## config.mk

```make
export PLATFORM = sky130hd
export DESIGN_NAME = exc_commit_ctrl_flat
export DESIGN_NICKNAME = d
export VERILOG_FILES = /design/src/rtl/exc_commit_ctrl_if.sv /design/src/rtl/exc_commit_ctrl.sv /design/src/flat_wrapper.sv
export SDC_FILE = /design/constraint.sdc
export NUM_CORES = 1
export LEC_CHECK = 0
export ABC_CLOCK_PERIOD_IN_PS = 5700
export CAP_MARGIN = 20
export CORE_AREA = 2 2 112 114
export CTS_CLUSTER_DIAMETER = 50
export CTS_CLUSTER_SIZE = 25
export DETAILED_ROUTE_END_ITERATION = 7
export DIE_AREA = 0 0 114 116
export PLACE_DENSITY = 0.88
export SYNTH_ARGS = -nofsm -noshare
export SYNTH_HDL_FRONTEND = slang
export SYNTH_SLANG_ARGS = --single-unit
```

## constraint.sdc

```tcl
create_clock -name clk -period 5.7 [get_ports clk]
set_input_delay 1.14 -clock clk [delete_from_list [all_inputs] [get_ports clk]]
set_output_delay 1.14 -clock clk [all_outputs]
set_load 0.05 [all_outputs]
```

## src/rtl/exc_commit_ctrl_if.sv

```systemverilog
// exc_commit_ctrl_if
// Signal bundle around the exception/interrupt commit controller. It carries:
//   - the raw external interrupt pins and their synchronised copy for CP0
//   - the committing write-back stage (valid, pc, slot, raw exception flags, eret)
//   - the CP0 strobes and captured values (exc_type, eret, exc_pc, bad_vaddr, ...)
//   - the valid/ready redirect channel into fetch
// Modports:
//   master : the controller (exc_commit_ctrl) drives the commit-side outputs
//   slave  : write-back stage, CP0 and fetch as seen from outside the controller
interface exc_commit_ctrl_if;
   // Interrupt pins and CP0 interrupt status
   logic [4:0]  hw_int;
   logic [4:0]  int_num;
   logic        int_happen;
   logic [31:0] epc;

   // Write-back stage
   logic        ws_valid;
   logic [31:0] ws_pc;
   logic        ws_is_slot;
   logic [6:0]  ws_exc;        // {adel_fetch, ri, ov, sys, bp, adel_data, ades}
   logic [31:0] ws_data_vaddr;
   logic        ws_eret;
   logic        ws_cancel;
   logic        ws_stall;

   // CP0 commit strobes
   logic [6:0]  exc_type;      // {int, adel, ades, sys, bp, ri, ov}
   logic [31:0] exc_pc;
   logic        exc_is_slot;
   logic [31:0] bad_vaddr;
   logic        eret;

   // Pipeline flush and fetch redirect
   logic        flush;
   logic        fs_redirect_valid;
   logic [31:0] fs_redirect_pc;
   logic        fs_redirect_ready;

   modport master (
      input  hw_int, int_happen, epc,
      input  ws_valid, ws_pc, ws_is_slot, ws_exc, ws_data_vaddr, ws_eret,
      input  fs_redirect_ready,
      output int_num, ws_cancel, ws_stall,
      output exc_type, exc_pc, exc_is_slot, bad_vaddr, eret,
      output flush, fs_redirect_valid, fs_redirect_pc
   );

   modport slave (
      output hw_int, int_happen, epc,
      output ws_valid, ws_pc, ws_is_slot, ws_exc, ws_data_vaddr, ws_eret,
      output fs_redirect_ready,
      input  int_num, ws_cancel, ws_stall,
      input  exc_type, exc_pc, exc_is_slot, bad_vaddr, eret,
      input  flush, fs_redirect_valid, fs_redirect_pc
   );
endinterface

```

## src/rtl/exc_commit_ctrl.sv

```systemverilog
// exc_commit_ctrl
// Exception/interrupt commit controller between write-back and CP0.
//   - Synchronises hw_int into int_num (two flops per bit).
//   - On a committing instruction in IDLE, picks the highest-priority event
//     (int > adel_fetch > ri > ov > sys > bp > adel_data > ades, all beating eret),
//     cancels the instruction's writes and captures pc/slot/type/bad_vaddr/target.
//   - Strobes exc_type or eret for exactly the first FLUSH cycle, holds flush for
//     FLUSH_CYCLES cycles, then offers the redirect PC to fetch over valid/ready.
// Ports:
//   clk    : clock
//   rst    : asynchronous active-high reset
//   bus_io : exc_commit_ctrl_if.master (write-back, CP0 and fetch signals)
// Parameters:
//   EXC_VECTOR   : exception entry PC
//   FLUSH_CYCLES : cycles flush stays high, 1..15
module exc_commit_ctrl #(
   parameter logic [31:0] EXC_VECTOR   = 32'hbfc00380,
   parameter int unsigned FLUSH_CYCLES = 2
) (
   input logic               clk,
   input logic               rst,
   exc_commit_ctrl_if.master bus_io
);

   localparam logic [3:0] FlushInit = 4'(FLUSH_CYCLES);

   // ws_exc bit positions
   localparam int unsigned WsAdelF = 6;
   localparam int unsigned WsRi    = 5;
   localparam int unsigned WsOv    = 4;
   localparam int unsigned WsSys   = 3;
   localparam int unsigned WsBp    = 2;
   localparam int unsigned WsAdelD = 1;
   localparam int unsigned WsAdes  = 0;

   // exc_type encodings
   localparam logic [6:0] TyInt  = 7'b1000000;
   localparam logic [6:0] TyAdel = 7'b0100000;
   localparam logic [6:0] TyAdes = 7'b0010000;
   localparam logic [6:0] TySys  = 7'b0001000;
   localparam logic [6:0] TyBp   = 7'b0000100;
   localparam logic [6:0] TyRi   = 7'b0000010;
   localparam logic [6:0] TyOv   = 7'b0000001;

   typedef enum logic [1:0] {
      StIdle,
      StFlush,
      StRedirect
   } state_e;

   state_e      state_q, state_d;
   logic [3:0]  cnt_q, cnt_d;
   logic [4:0]  int_sync_q, int_num_q;
   logic [6:0]  exc_type_q, exc_type_d;
   logic        eret_q, eret_d;
   logic [31:0] exc_pc_q, exc_pc_d;
   logic        exc_is_slot_q, exc_is_slot_d;
   logic [31:0] bad_vaddr_q, bad_vaddr_d;
   logic [31:0] target_q, target_d;

   logic        is_idle;
   logic        has_exc;
   logic        accept;
   logic [6:0]  type_enc;
   logic [31:0] vaddr_sel;

   // ---------------------------------------------------------------------------
   // Interrupt synchroniser
   // ---------------------------------------------------------------------------
   always_ff @(posedge clk or posedge rst) begin
      if (rst) begin
         int_sync_q <= '0;
         int_num_q  <= '0;
      end else begin
         int_sync_q <= bus_io.hw_int;
         int_num_q  <= int_sync_q;
      end
   end

   // ---------------------------------------------------------------------------
   // Event detection and priority encoding
   // ---------------------------------------------------------------------------
   assign is_idle = (state_q == StIdle);
   assign has_exc = bus_io.int_happen | (|bus_io.ws_exc);
   // An exception or interrupt turns an ERET into an ordinary excepting instruction.
   assign accept  = is_idle & bus_io.ws_valid & (has_exc | bus_io.ws_eret);

   always_comb begin
      type_enc  = '0;
      vaddr_sel = '0;
      if (bus_io.int_happen) begin
         type_enc = TyInt;
      end else if (bus_io.ws_exc[WsAdelF]) begin
         type_enc  = TyAdel;
         vaddr_sel = bus_io.ws_pc;
      end else if (bus_io.ws_exc[WsRi]) begin
         type_enc = TyRi;
      end else if (bus_io.ws_exc[WsOv]) begin
         type_enc = TyOv;
      end else if (bus_io.ws_exc[WsSys]) begin
         type_enc = TySys;
      end else if (bus_io.ws_exc[WsBp]) begin
         type_enc = TyBp;
      end else if (bus_io.ws_exc[WsAdelD]) begin
         type_enc  = TyAdel;
         vaddr_sel = bus_io.ws_data_vaddr;
      end else if (bus_io.ws_exc[WsAdes]) begin
         type_enc  = TyAdes;
         vaddr_sel = bus_io.ws_data_vaddr;
      end
   end

   // ---------------------------------------------------------------------------
   // FSM and capture registers
   // ---------------------------------------------------------------------------
   always_comb begin
      state_d       = state_q;
      cnt_d         = cnt_q;
      exc_type_d    = '0;   // strobes default low: one cycle only per event
      eret_d        = 1'b0;
      exc_pc_d      = exc_pc_q;
      exc_is_slot_d = exc_is_slot_q;
      bad_vaddr_d   = bad_vaddr_q;
      target_d      = target_q;
      unique case (state_q)
         StIdle: begin
            if (accept) begin
               state_d       = StFlush;
               cnt_d         = FlushInit;
               exc_type_d    = type_enc;
               eret_d        = ~has_exc;
               exc_pc_d      = bus_io.ws_pc;
               exc_is_slot_d = bus_io.ws_is_slot;
               bad_vaddr_d   = vaddr_sel;
               target_d      = has_exc ? EXC_VECTOR : bus_io.epc;
            end
         end
         StFlush: begin
            // Counter holds the number of FLUSH cycles left including this one.
            if (cnt_q <= 4'd1) begin
               state_d = StRedirect;
               cnt_d   = '0;
            end else begin
               cnt_d = cnt_q - 4'd1;
            end
         end
         StRedirect: begin
            if (bus_io.fs_redirect_ready) begin
               state_d = StIdle;
            end
         end
         default: begin
            state_d = StIdle;
            cnt_d   = '0;
         end
      endcase
   end

   always_ff @(posedge clk or posedge rst) begin
      if (rst) begin
         state_q       <= StIdle;
         cnt_q         <= '0;
         exc_type_q    <= '0;
         eret_q        <= 1'b0;
         exc_pc_q      <= '0;
         exc_is_slot_q <= 1'b0;
         bad_vaddr_q   <= '0;
         target_q      <= '0;
      end else begin
         state_q       <= state_d;
         cnt_q         <= cnt_d;
         exc_type_q    <= exc_type_d;
         eret_q        <= eret_d;
         exc_pc_q      <= exc_pc_d;
         exc_is_slot_q <= exc_is_slot_d;
         bad_vaddr_q   <= bad_vaddr_d;
         target_q      <= target_d;
      end
   end

   // ---------------------------------------------------------------------------
   // Outputs
   // ---------------------------------------------------------------------------
   assign bus_io.int_num           = int_num_q;
   // Combinational on purpose: write-back needs it in the acceptance cycle.
   assign bus_io.ws_cancel         = is_idle & bus_io.ws_valid & has_exc;
   assign bus_io.ws_stall          = ~is_idle;
   assign bus_io.exc_type          = exc_type_q;
   assign bus_io.eret              = eret_q;
   assign bus_io.exc_pc            = exc_pc_q;
   assign bus_io.exc_is_slot       = exc_is_slot_q;
   assign bus_io.bad_vaddr         = bad_vaddr_q;
   assign bus_io.flush             = (state_q == StFlush);
   assign bus_io.fs_redirect_valid = (state_q == StRedirect);
   assign bus_io.fs_redirect_pc    = target_q;

   // ---------------------------------------------------------------------------
   // Assertions
   // ---------------------------------------------------------------------------
   a_type_onehot0 : assert property (@(posedge clk) disable iff (rst)
      $onehot0(bus_io.exc_type));

   a_no_type_and_eret : assert property (@(posedge clk) disable iff (rst)
      !(bus_io.eret && (|bus_io.exc_type)));

   a_redirect_stable : assert property (@(posedge clk) disable iff (rst)
      (bus_io.fs_redirect_valid && !bus_io.fs_redirect_ready)
         |=> (bus_io.fs_redirect_valid && $stable(bus_io.fs_redirect_pc)));

endmodule

```

## src/flat_wrapper.sv

```systemverilog
// flat-port wrapper written by rule: the top's interface ports become plain ports
module exc_commit_ctrl_flat 
#(
   parameter logic [31:0] EXC_VECTOR   = 32'hbfc00380,
   parameter int unsigned FLUSH_CYCLES = 2
)
  (clk, rst, bus_io_hw_int, bus_io_int_happen, bus_io_epc, bus_io_ws_valid, bus_io_ws_pc, bus_io_ws_is_slot, bus_io_ws_exc, bus_io_ws_data_vaddr, bus_io_ws_eret, bus_io_fs_redirect_ready, bus_io_int_num, bus_io_ws_cancel, bus_io_ws_stall, bus_io_exc_type, bus_io_exc_pc, bus_io_exc_is_slot, bus_io_bad_vaddr, bus_io_eret, bus_io_flush, bus_io_fs_redirect_valid, bus_io_fs_redirect_pc);
  exc_commit_ctrl_if bus_io_i ();
  input logic clk;
  input logic rst;
  input wire logic [$bits(bus_io_i.hw_int)-1:0] bus_io_hw_int;
  input wire logic [$bits(bus_io_i.int_happen)-1:0] bus_io_int_happen;
  input wire logic [$bits(bus_io_i.epc)-1:0] bus_io_epc;
  input wire logic [$bits(bus_io_i.ws_valid)-1:0] bus_io_ws_valid;
  input wire logic [$bits(bus_io_i.ws_pc)-1:0] bus_io_ws_pc;
  input wire logic [$bits(bus_io_i.ws_is_slot)-1:0] bus_io_ws_is_slot;
  input wire logic [$bits(bus_io_i.ws_exc)-1:0] bus_io_ws_exc;
  input wire logic [$bits(bus_io_i.ws_data_vaddr)-1:0] bus_io_ws_data_vaddr;
  input wire logic [$bits(bus_io_i.ws_eret)-1:0] bus_io_ws_eret;
  input wire logic [$bits(bus_io_i.fs_redirect_ready)-1:0] bus_io_fs_redirect_ready;
  output wire logic [$bits(bus_io_i.int_num)-1:0] bus_io_int_num;
  output wire logic [$bits(bus_io_i.ws_cancel)-1:0] bus_io_ws_cancel;
  output wire logic [$bits(bus_io_i.ws_stall)-1:0] bus_io_ws_stall;
  output wire logic [$bits(bus_io_i.exc_type)-1:0] bus_io_exc_type;
  output wire logic [$bits(bus_io_i.exc_pc)-1:0] bus_io_exc_pc;
  output wire logic [$bits(bus_io_i.exc_is_slot)-1:0] bus_io_exc_is_slot;
  output wire logic [$bits(bus_io_i.bad_vaddr)-1:0] bus_io_bad_vaddr;
  output wire logic [$bits(bus_io_i.eret)-1:0] bus_io_eret;
  output wire logic [$bits(bus_io_i.flush)-1:0] bus_io_flush;
  output wire logic [$bits(bus_io_i.fs_redirect_valid)-1:0] bus_io_fs_redirect_valid;
  output wire logic [$bits(bus_io_i.fs_redirect_pc)-1:0] bus_io_fs_redirect_pc;
  assign bus_io_i.hw_int = bus_io_hw_int;
  assign bus_io_i.int_happen = bus_io_int_happen;
  assign bus_io_i.epc = bus_io_epc;
  assign bus_io_i.ws_valid = bus_io_ws_valid;
  assign bus_io_i.ws_pc = bus_io_ws_pc;
  assign bus_io_i.ws_is_slot = bus_io_ws_is_slot;
  assign bus_io_i.ws_exc = bus_io_ws_exc;
  assign bus_io_i.ws_data_vaddr = bus_io_ws_data_vaddr;
  assign bus_io_i.ws_eret = bus_io_ws_eret;
  assign bus_io_i.fs_redirect_ready = bus_io_fs_redirect_ready;
  assign bus_io_int_num = bus_io_i.int_num;
  assign bus_io_ws_cancel = bus_io_i.ws_cancel;
  assign bus_io_ws_stall = bus_io_i.ws_stall;
  assign bus_io_exc_type = bus_io_i.exc_type;
  assign bus_io_exc_pc = bus_io_i.exc_pc;
  assign bus_io_exc_is_slot = bus_io_i.exc_is_slot;
  assign bus_io_bad_vaddr = bus_io_i.bad_vaddr;
  assign bus_io_eret = bus_io_i.eret;
  assign bus_io_flush = bus_io_i.flush;
  assign bus_io_fs_redirect_valid = bus_io_i.fs_redirect_valid;
  assign bus_io_fs_redirect_pc = bus_io_i.fs_redirect_pc;
  exc_commit_ctrl #(.EXC_VECTOR(EXC_VECTOR), .FLUSH_CYCLES(FLUSH_CYCLES)) u_core (.clk(clk), .rst(rst), .bus_io(bus_io_i));
endmodule
```

==> flow_summary.ini, run 1 <==
[setup_path]
cp_launch_type = input pin
startpoint = bus_io_ws_exc[5]
end_kind = output pin
r2r_setup_slack_ps = 3360
crit-reg2reg-launch = u_core.state_q[0]
worst-path-max-fanout = 39
cp_data_required_time_ps = 4560
worst-setup-path-type = in2out
worst_ep_arrival_time_ps = 3220

[yosys]
ys_ff_latch = 121
postSynthCellCount = 334
async_flop_share = 1.00
yosys_most_used_dff = dfrtp_1
syn-mean-instance-area_um2 = 14.4
synthDistinctLibCells = 43
synth_enable_flop_cells = 0
total_number_of_yosys_warnings = 0
synth_largest_area_cell = dfrtp_1
ys_seq_area_frac = 0.631
ys_top_cells_by_area = dfrtp_1 (63%), mux2_2 (7.5%), a32oi_1 (5.8%)
synth_nets = 451
netlist_area_um2 = 4800
synth.top_cell.area_share = 0.631

[final_layout]
multi_input_comb_area_um2 = 1600
antenna-diode-count = 0
postLayoutCellArea_um2 = 7790
most_frequent_standard_cell_in_the_layout_excluding_fill_and_tap_cells = clkdlybuf4s50_1
most_used_cells_in_the_layout_excluding_fill_and_tap_cells = clkdlybuf4s50_1 (228), dfrtp_1 (121), mux2_2 (32), a32oi_1 (32), o2bb2ai_1 (32)
instances_no_fill = 717
drive_above_1_share = 0.132
n_fill_cell = 872
final_net_count = 675
syn_to_final_growth_pct = 62.2
regArea_um2 = 3030

[clock_tree]
tritoncts_num_sinks = 121
postCtsHoldBufs = 0
clock_tree.root_cell = clkbuf_16
tritoncts = done
max-clock-path-buffers = 2
postCtsSetupRepairBufs = 0
clk_transition_reported_paths_ps = 50
cts_buffers = 17
postCtsResizedCells = 0
insertion_delay_ps = 410
htree_levels = 4

[grt]
globalRoute.totalOverflow = 0
maximum_number_of_pins_on_one_net_before_global_route_repair = 70
first_global_vias = 4290
grt_use_total = 0.217
number_of_antenna_violations_at_the_first_check_in_global_routing = 0
grt_first_pass_wirelength_um = 21800

[min_path]
timing.hold.worst.start = u_core.int_sync_q[0]
hold_class = reg2reg

[drt]
routed-via-count = 3943
drtIter0Drc = 166
ant_nets = 0
vias_per_cell = 5.50
dr.pass1.iters = 4
drc = 0
drt-total-wl_um = 14100
routedWlPerCell_um = 19.6

[place]
gpl_congestion = 0.884
placement.io_buffers = 228
dp_hpwl_um = 9930
dp_cells = 686
placed_instance_area_um2 = 7170
dp_slack_ps = 1340

[job]
maxCapViolCount = 0

[sta]
report.final.setup_viol = 0
setup_repair_after_global_routing_missed_its_margin = no
worst_slack_ps = 1340
max_clock_freq_mhz = 230
finalWorstPathRequiredPeriod_ps = 4360
max-slew-margin-rel = 0.449
timing_hold_violations_final = 0
fin_tns_setup_ps = 0
clock_skew_ps = 6.22
timing_worst_slew_pin_value_ps = 827
ratio_of_final_minimum_period_to_clock_period = 0.764
timing_max_transition_violations_final = 0

[die]
design.core.area_um2 = 11900
floorplan.die.height_um = 116
die_x_um = 114
i_o_pin_count = 229
dieArea_um2 = 13200
row_count = 40
effective_utilization_at_floorplan = 0.403

[pwr]
power_report.internal_total_mw = 2.45
pwr-share-comb = 0.423
vdd.ir_drop.worst_mv = 0.395
switching_power_mw = 1.57
sequentialPowerShare = 0.299
power.clock.fraction = 0.278
swShare = 0.390
static-leakage-power_nw = 3.13
p_per_area_nw_per_um2 = 516

[run_status]
outcome = finished, final reports clean
-- kinds of logic after synthesis --
family,share of synthesized area
mux,0.0774
fa+ha+maj,0.00521
xor+xnor,0.00182
simple gates,0.0438
buf+inv,0.0386
compound gates,0.203
flops,0.631
-- layer usage --
layer | wire length (um) | track usage | up-vias | share of wire
met4 | 308 | 0.0984 | 0 | 0.022
met3 | 1120 | 0.0873 | 26 | 0.080
li1 | - | - | 1767 | -
met1 | 5320 | 0.238 | 1975 | 0.38
met5 | 0 | 0 | - | 0
met2 | 7330 | 0.373 | 175 | 0.52
-- area by class of cell --
| class | count | share of cell area |
|---|---|---|
| clock inverters | 8 | 0.0183 |
| flip-flops and latches | 121 | 0.389 |
| multi-input cells | 176 | 0.205 |
| well taps | 147 | 0.0236 |
| repair buffers | 234 | 0.299 |
| clock buffers | 23 | 0.0614 |
| inverters | 8 | 0.00418 |
-- stage by stage --
step / hold slack [ps] / power [mW] / utilization
floorplan: 331 / 2.31 / -
global placement: 333 / 2.88 / 0.602
detailed placement: 336 / 2.92 / 0.602
global route: 353 / 4.19 / 0.654
finish: 346 / 4.02 / 0.654
CTS: 348 / 4.06 / 0.654
-- sequential cells by signal, indices dropped and copies added (netlist names), 2 cells and up --
signal and cells:
u_core.state_q 2, u_core.int_sync_q 5, u_core.bus_io.fs_redirect_pc 32, u_core.bus_io.bad_vaddr 32
u_core.bus_io.exc_type 7, u_core.bus_io.exc_pc 32, u_core.cnt_q 4, u_core.bus_io.int_num 5
-- critical path: stages --
cell	delay, ps
clkdlybuf4s50_1	510
nor4_4	300
buf_4	420
a21oi_1	120
clkdlybuf4s50_1	720
-- cell usage after synthesis (all sizes together), types with 3 or more instances --
cell type  instances
inv                8
a22o              21
o2bb2ai           32
dfrtp            121
a32oi             32
mux2              33
clkbuf            10
nor2               3
buf               19
o22a              12
nor4               6
nor2b              3
nand2b             3
-- final timing paths --
path / cells past startpoint / end
setup / recovery: 5 / bus_io_ws_cancel
hold / removal: 0 / u_core.bus_io.int_num[0]
setup reg to reg: 4 / u_core.bus_io.fs_redirect_pc[13]
hold reg to reg: 0 / u_core.bus_io.int_num[0]
max in group asynchronous: 3 / u_core.bus_io.fs_redirect_pc[10]
min in group asynchronous: 2 / u_core.bus_io.int_num[0]
-- power groups by stage --
stage	Sequential, mW	Combinational, mW	Clock [mW]
floorplan	1.87	0.442	0
detailed placement	1.21	1.71	0
finish	1.20	1.70	1.12
global placement	1.20	1.68	0
CTS	1.20	1.71	1.14
global route	1.23	1.78	1.19
Note: power is estimated with default switching activity, not from simulation.
==> run 2: changes to the inputs <==
ABC_CLOCK_PERIOD_IN_PS = 3700   (was 5700)
CORE_AREA = 2 2 117 119   (was 2 2 112 114)
DIE_AREA = 0 0 119 121   (was 0 0 114 116)
PLACE_DENSITY = 0.85   (was 0.88)
clock period = 3.7 ns   (was 5.7 ns; I/O delays follow)
==> run 2 against run 1 <==
Net effect: cell area rose by 1.9%; clock-buffer cell count is the same; non-clock buffer count up 4; register-to-register slack worse by 1900 ps; via count down 0.33%; sequential share of layout area shrank 0.72 points; core utilization fell by 4.7 points; die area grew 8.9%; first-iteration DRC count grew 60%; clock skew rose by 1.3 ps; global-route usage shrank 1.7 points; combinational power rose by 56%; highest routed layer unchanged.
==> flow_summary.ini, run 2 (synthesis results as in run 1) <==
[clock_tree]
clock_tree.root_cell = clkbuf_16
max-clock-path-buffers = 2
postCtsHoldBufs = 0
tritoncts = done
insertion_delay_ps = 410
htree_levels = 4
postCtsSetupRepairBufs = 0
tritoncts_num_sinks = 121
clk_transition_reported_paths_ps = 50
cts_buffers = 17
postCtsResizedCells = 0

[sta]
ratio_of_final_minimum_period_to_clock_period = 0.907
fin_tns_setup_ps = 0
timing_hold_violations_final = 0
clock_skew_ps = 7.48
timing_worst_slew_pin_value_ps = 834
whs_ps = 345
finalWorstPathRequiredPeriod_ps = 3350
max-slew-margin-rel = 0.444
timing_max_transition_violations_final = 0
setup_repair_after_global_routing_missed_its_margin = no
max_clock_freq_mhz = 298
report.final.setup_viol = 0

[pwr]
vdd.ir_drop.worst_mv = 0.521
p_per_area_nw_per_um2 = 803
static-leakage-power_nw = 3.19

[setup_path]
worst_ep_arrival_time_ps = 2610
critical_path_cell_by_cell = clkdlybuf4s50_1, or3b_4, a21oi_1, clkdlybuf4s50_1
end_kind = output pin
cp_launch_type = input pin
cp_data_required_time_ps = 2960
worst_path_max_delay_cell = clkdlybuf4s50_1
worst-path-max-fanout = 3
worst-setup-path-type = in2out
timing.critical_path.mode_cell = clkdlybuf4s50_1
timing.critical_path.slowest_cell_delay_ps = 810

[drt]
ant_nets = 0
drc = 0
drt-total-wl_um = 14100
dr.pass1.iters = 4
routedWlPerCell_um = 18.8
vias_per_cell = 5.24
drtIter0Drc = 266
routed-via-count = 3930

[final_layout]
most_used_cells_in_the_layout_excluding_fill_and_tap_cells = clkdlybuf4s50_1 (227), dfrtp_1 (121), mux2_2 (32), a32oi_1 (32), o2bb2ai_1 (32)
final_net_count = 679
antenna-diode-count = 0
syn_to_final_growth_pct = 65.3
most_frequent_standard_cell_in_the_layout_excluding_fill_and_tap_cells = clkdlybuf4s50_1
drive_above_1_share = 0.139

[job]
maxCapViolCount = 0

[min_path]
hold_class = reg2reg

[die]
i_o_pin_count = 229
floorplan.die.height_um = 121
effective_utilization_at_floorplan = 0.367
die_x_um = 119
design.core.area_um2 = 13100
row_count = 42
dieArea_um2 = 14400

[grt]
grt_first_pass_wirelength_um = 22400
maximum_number_of_pins_on_one_net_before_global_route_repair = 61
number_of_antenna_violations_at_the_first_check_in_global_routing = 0
globalRoute.totalOverflow = 0
grt_use_total = 0.200
first_global_vias = 4252

[place]
gpl_congestion = 0.832
dp_hpwl_um = 9930
placement.io_buffers = 228

[run_status]
outcome = finished, final reports clean
[run 2: cell types whose count changed in the layout (fill, tap and decap cells not counted)]
cell,change
clkdlybuf4s50_1,-1
buf_12,+3
buf_2,+1
clkinv_2,-1
bufinv_16,+2
buf_4,+1
inv_4,-1
[run 2: report_power, final]
part	internal [mW]	switching (mW)
sequential	1.65	0.205
clock	1.31	0.555
combinational	0.976	1.67
[run 2: final cells by class]
cell class	instances	area [um2]
Fill cell	993	5150
Sequential cell	121	3030
Timing Repair Buffer	238	2390
Multi-Input combinational cell	176	1600
Clock buffer	23	478
Tap cell	176	220
Clock inverter	8	190
Inverter	8	33.8
[run 2: critical path: cells and delay by family]
kind                   cells  cell delay, ps
AO/OA/AOI/OAI              1             140
buffers and inverters      2            1310
AND/OR/NAND/NOR            1             420
[run 2: routing by layer]
layer | global-route usage | wire (um) | vias to the layer above
li1 | - | - | 1770
met1 | 0.245 | 5720 | 1930
met2 | 0.326 | 6980 | 217
met3 | 0.0738 | 1230 | 13
met4 | 0.0692 | 145 | 0
met5 | 0 | 0 | -
[run 2: stage by stage]
| stage | utilization | instances | worst slack (ps) | power (mW) | instance area, um2 |
|---|---|---|---|---|---|
| global route | 0.607 | 750 | 304 | 6.62 | 7940 |
| detailed placement | 0.556 | 719 | 347 | 4.53 | 7270 |
| finish | 0.607 | 750 | 346 | 6.37 | 7940 |
| floorplan | - | 334 | 1050 | 3.56 | 4810 |
| global placement | 0.556 | 719 | 364 | 4.47 | 7270 |
| CTS | 0.607 | 750 | 340 | 6.43 | 7940 |
[run 2: final timing paths]
| path | from | end | slack, ps | cells past startpoint |
|---|---|---|---|---|
| max | bus_io_ws_valid | bus_io_ws_cancel | 350 | 4 |
| max reg2reg | u_core.state_q[0] | u_core.bus_io.exc_pc[4] | 1450 | 4 |
| min reg2reg | u_core.int_sync_q[3] | u_core.bus_io.int_num[3] | 350 | 0 |
| max in group asynchronous | rst | u_core.bus_io.exc_pc[2] | 2090 | 3 |
| min | u_core.int_sync_q[3] | u_core.bus_io.int_num[3] | 350 | 0 |
| min in group asynchronous | rst | u_core.bus_io.exc_pc[25] | 740 | 2 |
